===== config.mk =====
export PLATFORM = sky130hd
export DESIGN_NAME = ps2_frame_rx_flat
export DESIGN_NICKNAME = d
export VERILOG_FILES = /design/src/rtl/ps2_pkg.sv /design/src/rtl/ps2_frame_rx_if.sv /design/src/rtl/ps2_line_filter.sv /design/src/rtl/ps2_frame_rx.sv /design/src/flat_wrapper.sv
export SDC_FILE = /design/constraint.sdc
export NUM_CORES = 1
export LEC_CHECK = 0
export ABC_AREA = 1
export CORE_ASPECT_RATIO = 1.1
export CORE_MARGIN = 3
export CORE_UTILIZATION = 41
export CTS_CLUSTER_DIAMETER = 60
export DETAILED_ROUTE_END_ITERATION = 8
export MAX_ROUTING_LAYER = met4
export PLACE_DENSITY = 0.67
export SETUP_SLACK_MARGIN = 0.1
export SLEW_MARGIN = 30
export SYNTH_ARGS = -nofsm -noshare
export SYNTH_HDL_FRONTEND = slang
export SYNTH_SLANG_ARGS = --single-unit

===== constraint.sdc =====
create_clock -name clk -period 4.9 [get_ports clk]
set_clock_uncertainty 0.2 [all_clocks]
set_input_delay 0.98 -clock clk [delete_from_list [all_inputs] [get_ports clk]]
set_output_delay 0.98 -clock clk [all_outputs]
set_load 0.05 [all_outputs]

===== src/rtl/ps2_pkg.sv =====
// Shared constants, FSM state type and frame helpers for the PS/2 frame receiver.
package ps2_pkg;

    // Prefix bytes that the receiver folds into flags instead of reporting.
    localparam logic [7:0] PS2_PFX_REL   = 8'hF0;
    localparam logic [7:0] PS2_PFX_EXT   = 8'hE0;
    // Pause key lead-in: looks like a prefix but is passed through as a code.
    localparam logic [7:0] PS2_PFX_PAUSE = 8'hE1;

    typedef enum logic [1:0] {
        IDLE   = 2'd0,
        DATA   = 2'd1,
        PARITY = 2'd2,
        STOP   = 2'd3
    } ps2_state_t;

    // A frame is good when the stop bit is high and data+parity has odd weight.
    function automatic logic frame_ok(input logic [7:0] sr, input logic par, input logic stop_bit);
        return stop_bit & (^{sr, par});
    endfunction

    // True for bytes absorbed into the release/extended flags.
    function automatic logic is_prefix(input logic [7:0] b);
        return (b != PS2_PFX_PAUSE) && ((b == PS2_PFX_REL) || (b == PS2_PFX_EXT));
    endfunction

endpackage


===== src/rtl/ps2_frame_rx_if.sv =====
// Line and result bundle of the PS/2 frame receiver.
// Handshake: code/released/extended are only meaningful in the cycle where
// code_valid is high; code_valid and frame_err are single-cycle strobes with
// no backpressure (the consumer must always accept), never high together.
interface ps2_frame_rx_if;
    import ps2_pkg::*;

    logic       kclk;
    logic       kdat;
    logic [7:0] code;
    logic       released;
    logic       extended;
    logic       code_valid;
    logic       frame_err;
    logic       busy;
    ps2_state_t dbg_state;

    // Receiver side: takes the raw lines, drives the decoded results.
    modport slave (
        input  kclk, kdat,
        output code, released, extended, code_valid, frame_err, busy, dbg_state
    );

    // Line driver / consumer side.
    modport master (
        output kclk, kdat,
        input  code, released, extended, code_valid, frame_err, busy, dbg_state
    );

endinterface


===== src/rtl/ps2_line_filter.sv =====
// Two-flop synchroniser, stability filter and falling-edge detect for kclk.
module ps2_line_filter #(
    parameter int FILT_LEN = 4
) (
    input  logic clk,
    input  logic rst,
    input  logic i_line,
    output logic o_fall
);

    localparam logic [3:0] CNT_MAX = 4'(FILT_LEN - 1);

    logic [1:0] r_sync;
    logic [3:0] r_cnt;
    logic       r_filt;
    logic       r_fall;
    logic       w_sync;

    assign w_sync = r_sync[1];
    assign o_fall = r_fall;

    // Bring the raw line into the clock domain; idle-high line resets high.
    always_ff @(posedge clk or posedge rst) begin
        if (rst) begin
            r_sync <= 2'b11;
        end else begin
            r_sync <= {r_sync[0], i_line};
        end
    end

    // Follow the synced line only after FILT_LEN consecutive differing samples;
    // the fall strobe coincides with the cycle the filtered level drops.
    always_ff @(posedge clk or posedge rst) begin
        if (rst) begin
            r_cnt  <= '0;
            r_filt <= 1'b1;
            r_fall <= 1'b0;
        end else if (w_sync == r_filt) begin
            r_cnt  <= '0;
            r_fall <= 1'b0;
        end else if (r_cnt == CNT_MAX) begin
            r_cnt  <= '0;
            r_filt <= w_sync;
            r_fall <= ~w_sync;
        end else begin
            r_cnt  <= r_cnt + 4'd1;
            r_fall <= 1'b0;
        end
    end

endmodule


===== src/rtl/ps2_frame_rx.sv =====
// PS/2 device-to-host frame receiver: deframes 11-bit frames, checks parity,
// stop bit and inactivity timeout, folds F0/E0 prefixes into flags and emits
// one qualified scancode strobe per key event.
module ps2_frame_rx
    import ps2_pkg::*;
#(
    parameter int FILT_LEN  = 4,
    parameter int TOUT_BITS = 12
) (
    input  logic          clk,
    input  logic          rst,
    ps2_frame_rx_if.slave bus
);

    logic [1:0]           r_kdat_sync;
    logic                 w_kdat;
    logic                 w_fall;

    ps2_state_t           r_state,      w_state_nxt;
    logic [2:0]           r_bitcnt,     w_bitcnt_nxt;
    logic [7:0]           r_sr,         w_sr_nxt;
    logic                 r_par,        w_par_nxt;
    logic [TOUT_BITS-1:0] r_tcnt,       w_tcnt_nxt;
    logic                 r_rel_pend,   w_rel_pend_nxt;
    logic                 r_ext_pend,   w_ext_pend_nxt;
    logic [7:0]           r_code,       w_code_nxt;
    logic                 r_rel,        w_rel_nxt;
    logic                 r_ext,        w_ext_nxt;
    logic                 r_code_valid, w_code_valid_nxt;
    logic                 r_frame_err,  w_frame_err_nxt;
    logic                 w_tout;

    ps2_line_filter #(
        .FILT_LEN (FILT_LEN)
    ) u_kclk_filt (
        .clk    (clk),
        .rst    (rst),
        .i_line (bus.kclk),
        .o_fall (w_fall)
    );

    assign w_kdat = r_kdat_sync[1];

    // Data line only needs synchronising; it is stable around kclk falls.
    always_ff @(posedge clk or posedge rst) begin
        if (rst) begin
            r_kdat_sync <= 2'b11;
        end else begin
            r_kdat_sync <= {r_kdat_sync[0], bus.kdat};
        end
    end

    assign w_tout = (r_state != IDLE) && (r_tcnt == '1);

    // Next-state, shift register, prefix flags, timeout and result strobes.
    always_comb begin
        w_state_nxt      = r_state;
        w_bitcnt_nxt     = r_bitcnt;
        w_sr_nxt         = r_sr;
        w_par_nxt        = r_par;
        w_rel_pend_nxt   = r_rel_pend;
        w_ext_pend_nxt   = r_ext_pend;
        w_code_nxt       = r_code;
        w_rel_nxt        = r_rel;
        w_ext_nxt        = r_ext;
        w_code_valid_nxt = 1'b0;
        w_frame_err_nxt  = 1'b0;

        if (w_fall || (r_state == IDLE)) begin
            w_tcnt_nxt = '0;
        end else begin
            w_tcnt_nxt = r_tcnt + 1'b1;
        end

        if (w_fall) begin
            unique case (r_state)
                IDLE: begin
                    if (!w_kdat) begin
                        w_state_nxt  = DATA;
                        w_bitcnt_nxt = 3'd0;
                    end
                end
                DATA: begin
                    w_sr_nxt     = {w_kdat, r_sr[7:1]};
                    w_bitcnt_nxt = r_bitcnt + 3'd1;
                    if (r_bitcnt == 3'd7) begin
                        w_state_nxt = PARITY;
                    end
                end
                PARITY: begin
                    w_par_nxt   = w_kdat;
                    w_state_nxt = STOP;
                end
                STOP: begin
                    w_state_nxt = IDLE;
                    if (frame_ok(r_sr, r_par, w_kdat)) begin
                        if (is_prefix(r_sr)) begin
                            if (r_sr == PS2_PFX_REL) begin
                                w_rel_pend_nxt = 1'b1;
                            end else begin
                                w_ext_pend_nxt = 1'b1;
                            end
                        end else begin
                            w_code_nxt       = r_sr;
                            w_rel_nxt        = r_rel_pend;
                            w_ext_nxt        = r_ext_pend;
                            w_rel_pend_nxt   = 1'b0;
                            w_ext_pend_nxt   = 1'b0;
                            w_code_valid_nxt = 1'b1;
                        end
                    end else begin
                        w_rel_pend_nxt  = 1'b0;
                        w_ext_pend_nxt  = 1'b0;
                        w_frame_err_nxt = 1'b1;
                    end
                end
                default: w_state_nxt = IDLE;
            endcase
        end else if (w_tout) begin
            // Stalled mid-frame: abandon it, report, and drop any prefix.
            w_state_nxt     = IDLE;
            w_tcnt_nxt      = '0;
            w_rel_pend_nxt  = 1'b0;
            w_ext_pend_nxt  = 1'b0;
            w_frame_err_nxt = 1'b1;
        end
    end

    // State and result registers.
    always_ff @(posedge clk or posedge rst) begin
        if (rst) begin
            r_state      <= IDLE;
            r_bitcnt     <= '0;
            r_sr         <= '0;
            r_par        <= 1'b0;
            r_tcnt       <= '0;
            r_rel_pend   <= 1'b0;
            r_ext_pend   <= 1'b0;
            r_code       <= '0;
            r_rel        <= 1'b0;
            r_ext        <= 1'b0;
            r_code_valid <= 1'b0;
            r_frame_err  <= 1'b0;
        end else begin
            r_state      <= w_state_nxt;
            r_bitcnt     <= w_bitcnt_nxt;
            r_sr         <= w_sr_nxt;
            r_par        <= w_par_nxt;
            r_tcnt       <= w_tcnt_nxt;
            r_rel_pend   <= w_rel_pend_nxt;
            r_ext_pend   <= w_ext_pend_nxt;
            r_code       <= w_code_nxt;
            r_rel        <= w_rel_nxt;
            r_ext        <= w_ext_nxt;
            r_code_valid <= w_code_valid_nxt;
            r_frame_err  <= w_frame_err_nxt;
        end
    end

    assign bus.code       = r_code;
    assign bus.released   = r_rel;
    assign bus.extended   = r_ext;
    assign bus.code_valid = r_code_valid;
    assign bus.frame_err  = r_frame_err;
    assign bus.busy       = (r_state != IDLE);
    assign bus.dbg_state  = r_state;

endmodule


===== src/flat_wrapper.sv =====
// flat-port wrapper written by rule: the top's interface ports become plain ports
module ps2_frame_rx_flat import ps2_pkg::*;
#(
    parameter int FILT_LEN  = 4,
    parameter int TOUT_BITS = 12
)
  (clk, rst, bus_kclk, bus_kdat, bus_code, bus_released, bus_extended, bus_code_valid, bus_frame_err, bus_busy, bus_dbg_state);
  ps2_frame_rx_if bus_i ();
  input  logic clk;
  input  logic rst;
  input wire logic [$bits(bus_i.kclk)-1:0] bus_kclk;
  input wire logic [$bits(bus_i.kdat)-1:0] bus_kdat;
  output wire logic [$bits(bus_i.code)-1:0] bus_code;
  output wire logic [$bits(bus_i.released)-1:0] bus_released;
  output wire logic [$bits(bus_i.extended)-1:0] bus_extended;
  output wire logic [$bits(bus_i.code_valid)-1:0] bus_code_valid;
  output wire logic [$bits(bus_i.frame_err)-1:0] bus_frame_err;
  output wire logic [$bits(bus_i.busy)-1:0] bus_busy;
  output wire logic [$bits(bus_i.dbg_state)-1:0] bus_dbg_state;
  assign bus_i.kclk = bus_kclk;
  assign bus_i.kdat = bus_kdat;
  assign bus_code = bus_i.code;
  assign bus_released = bus_i.released;
  assign bus_extended = bus_i.extended;
  assign bus_code_valid = bus_i.code_valid;
  assign bus_frame_err = bus_i.frame_err;
  assign bus_busy = bus_i.busy;
  assign bus_dbg_state = bus_i.dbg_state;
  ps2_frame_rx #(.FILT_LEN(FILT_LEN), .TOUT_BITS(TOUT_BITS)) u_core (.clk(clk), .rst(rst), .bus(bus_i));
endmodule

==> metrics.txt <==
Final Hold Vio Count 0; status completed; Clk pin slew, worst setup/hold paths roughly 0.09 ns; Routability Congestion 0.791; Post-Route WL between 3000 and 4000 um; #FFs+latches synth 50; Routed WL per cell between 10 and 15 um; max cap viols 0; Overflow after GRT 0; RSZ-0062 raised after global routing no; first-pass GRT wire length 7300 um; type of the tightest min-delay check register to register; Worst Setup End Kind output pin; Inserted Clock Buffers 5; DRT iter0 DRCs 127; final period utilization a little under two thirds; setup_tns 0 ns; P per Cell Area around 320 mW/mm2; P_sw around 180 uW; synth warn 0; post-DR vias/cell 4.74; Max Freq ~320 MHz; # setup viols final 0; Max-Slew Margin vs Limit between 30% and 40%; I/O pins 19; Post-synth EDFFs 0; largest net degree at the start of global routing 51; CTS tree done; Slew Limit Fails 0; Die Ht about 85 um; initial antenna violation count 0; core area ~0.0054 mm2; Synth Instances 267; Sink Count 50; Die Area around 0.0066 mm2; clock power share around two fifths; number of detailed-route iterations in the first pass 4; Post-CTS Setup Bufs 0; fillers around 520; post-route ant nets 0; Seq/Total Area, Yosys between 50% and 60%; clock latency on the worst-skew pair 0.30 ns; Final nets just under 300; WP data required approximately 3.7 ns; # DRC 0; Worst Max-Slew Pin Slew 0.913 ns; Crit Path Max Fanout 7; Ant. Diodes 0; Hold Crit Depth 0; clock tree buffer depth 2; Reg2Reg Depth 8; sequential share of power 52.4%; sw frac a little over a fifth; Logic pwr share ~7.0%; post-CTS resize count 0; vias in the first global route 1,671; internal power 673 uW; Startpoint Class register; Vias ~1,700; Overall Global Routing Usage between 10% and 20%; Leak roughly 1.3 nW; IO buf count 18; Final min period between 3 and 4 ns; Main synth FF type dfrtp_1; synthesized area between 0.002 and 0.0025 mm2; total power approximately 850 uW; Yosys cell types 25; Synthesized Nets around 280; share of layout cells above drive strength 1 5.96%; hold buffer count at cts 0; HPWL after detailed placement just under 3000 um; critical path arrival between 1.5 and 2 ns; Starting Density a little over two fifths; VDD IR max around 0.00017 V; Avg Cell Area, Syn between 8 and 9 um2; synthesis-to-finish area growth 16.0%; Core Rows 28; root buf cell clkbuf_8; ys async rst share 100%; crit path kind register to output pin; htree depth 2; dpl cell area 0.00256 mm2; die width between 70 and 80 um; fin area between 0.002 and 0.003 mm2
[registers in the layout, indices dropped and copies added (netlist names)]
register                   count
u_core.bus.code                8
u_core.bus.code_valid          1
u_core.bus.dbg_state           2
u_core.bus.extended            1
u_core.bus.frame_err           1
u_core.bus.released            1
u_core.r_bitcnt                3
u_core.r_ext_pend              1
u_core.r_kdat_sync             2
u_core.r_par                   1
u_core.r_rel_pend              1
u_core.r_sr                    8
u_core.r_tcnt                 12
u_core.u_kclk_filt.o_fall      1
u_core.u_kclk_filt.r_cnt       4
u_core.u_kclk_filt.r_filt      1
u_core.u_kclk_filt.r_sync      2
[power by group through the flow]
stage	registers, mW	clock network (mW)	logic (mW)
after floorplan	0.452	0	0.0490
after global placement	0.455	0	0.0599
after detailed placement	0.456	0	0.0614
after CTS	0.448	0.359	0.0619
after global routing	0.451	0.375	0.0721
final	0.448	0.347	0.0596
[final cells by class]
class / count / area [um2] / share of cell area, %
timing repair buffer: 18 / 180 / 6.67
clock inverter: 2 / 60.1 / 2.22
multi-input combinational: 178 / 910 / 33.7
clock buffer: 6 / 82.6 / 3.06
inverter: 31 / 119 / 4.40
sequential: 50 / 1260 / 46.5
tap: 75 / 93.8 / 3.47
[kinds of logic (layout without fill, tap and decap cells)]
kind of cell | Yosys count | count (layout) | share of synthesized area, %
xor+xnor | 12 | 12 | 4.51
compound gates | 33 | 33 | 7.73
simple gates | 125 | 125 | 22.5
fa+ha+maj | 8 | 8 | 4.30
flops | 50 | 50 | 54.0
buf+inv | 39 | 57 | 6.98
[synthesized netlist by cell type, types with 2 or more instances]
master,n,area share [%]
nand2_1,73,12
dfrtp_1,45,48
o21ai_0,15,3.2
ha_1,8,4.3
a31oi_1,3,0.81
a32o_1,2,0.86
clkbuf_1,2,0.32
inv_1,30,4.8
buf_2,4,0.86
nand3_1,7,1.5
a21oi_1,12,2.6
nor3_1,3,0.64
xnor2_1,7,2.6
xor2_1,5,1.9
nor2_1,27,4.4
dfstp_2,5,5.6
nand4_1,11,3.0
[final timing paths]
kind                                              start                     to  slack [ns]
worst max-delay path            u_core.bus.dbg_state[0]               bus_busy        1.79
worst min-delay path              u_core.r_kdat_sync[0]  u_core.r_kdat_sync[1]        0.16
worst max register to register           u_core.r_sr[6]     u_core.bus.code[0]        2.52
worst min register to register    u_core.r_kdat_sync[0]  u_core.r_kdat_sync[1]        0.16
max in group asynchronous                           rst         u_core.r_sr[2]        3.19
min in group asynchronous                           rst    u_core.bus.extended        0.91
[cell usage in the layout, fill, tap and decap left out]
| cell | netlist | layout |
|---|---|---|
| clkdlybuf4s50_1 | 0 | 18 |
| inv_4 | 0 | 1 |
| o21ai_0 | 15 | 15 |
| nand2_1 | 73 | 73 |
| nor2_1 | 27 | 27 |
| inv_2 | 1 | 1 |
| a32o_1 | 2 | 2 |
| xor2_1 | 5 | 5 |
| bufinv_16 | 0 | 2 |
| xnor2_1 | 7 | 7 |
| nand3_1 | 7 | 7 |
| a31oi_1 | 3 | 3 |
| nand3_2 | 1 | 1 |
| ha_1 | 8 | 8 |
| a21oi_1 | 12 | 12 |
| nor3b_1 | 1 | 1 |
| and3_1 | 1 | 1 |
| dfrtp_1 | 45 | 45 |
| dfstp_2 | 5 | 5 |
| nand2_2 | 1 | 1 |
| clkbuf_8 | 0 | 6 |
| o22ai_1 | 1 | 1 |
| nand4_1 | 11 | 11 |
| inv_1 | 30 | 29 |
| nor3_1 | 3 | 3 |
[per-stage QoR]
| stage | hold WS [ns] | util [%] | instances | setup WS, ns |
|---|---|---|---|---|
| 6_report | 0.158 | 49.8 | 360 | 1.79 |
| 5_1_grt | 0.163 | 49.8 | 360 | 1.67 |
| 2_1_floorplan | 0.145 | - | 267 | 2.33 |
| 3_3_place_gp | 0.146 | 47.1 | 352 | 2.13 |
| 4_1_cts | 0.159 | 49.8 | 360 | 1.76 |
| 3_5_place_dp | 0.147 | 47.1 | 352 | 2.11 |
[worst max-delay path, cell delays in order, from the launching register on]
cell and delay, ns:
dfrtp_1 0.41, inv_1 0.08, ha_1 0.27, inv_1 0.07, clkdlybuf4s50_1 0.79
[metal layers]
metal	track usage [%]	routed length (um)
met5	-	0
met1	17.4	1870
met3	3.61	153
met2	22.0	1840
met4	6.31	99
(Power assumes the default switching activity.)
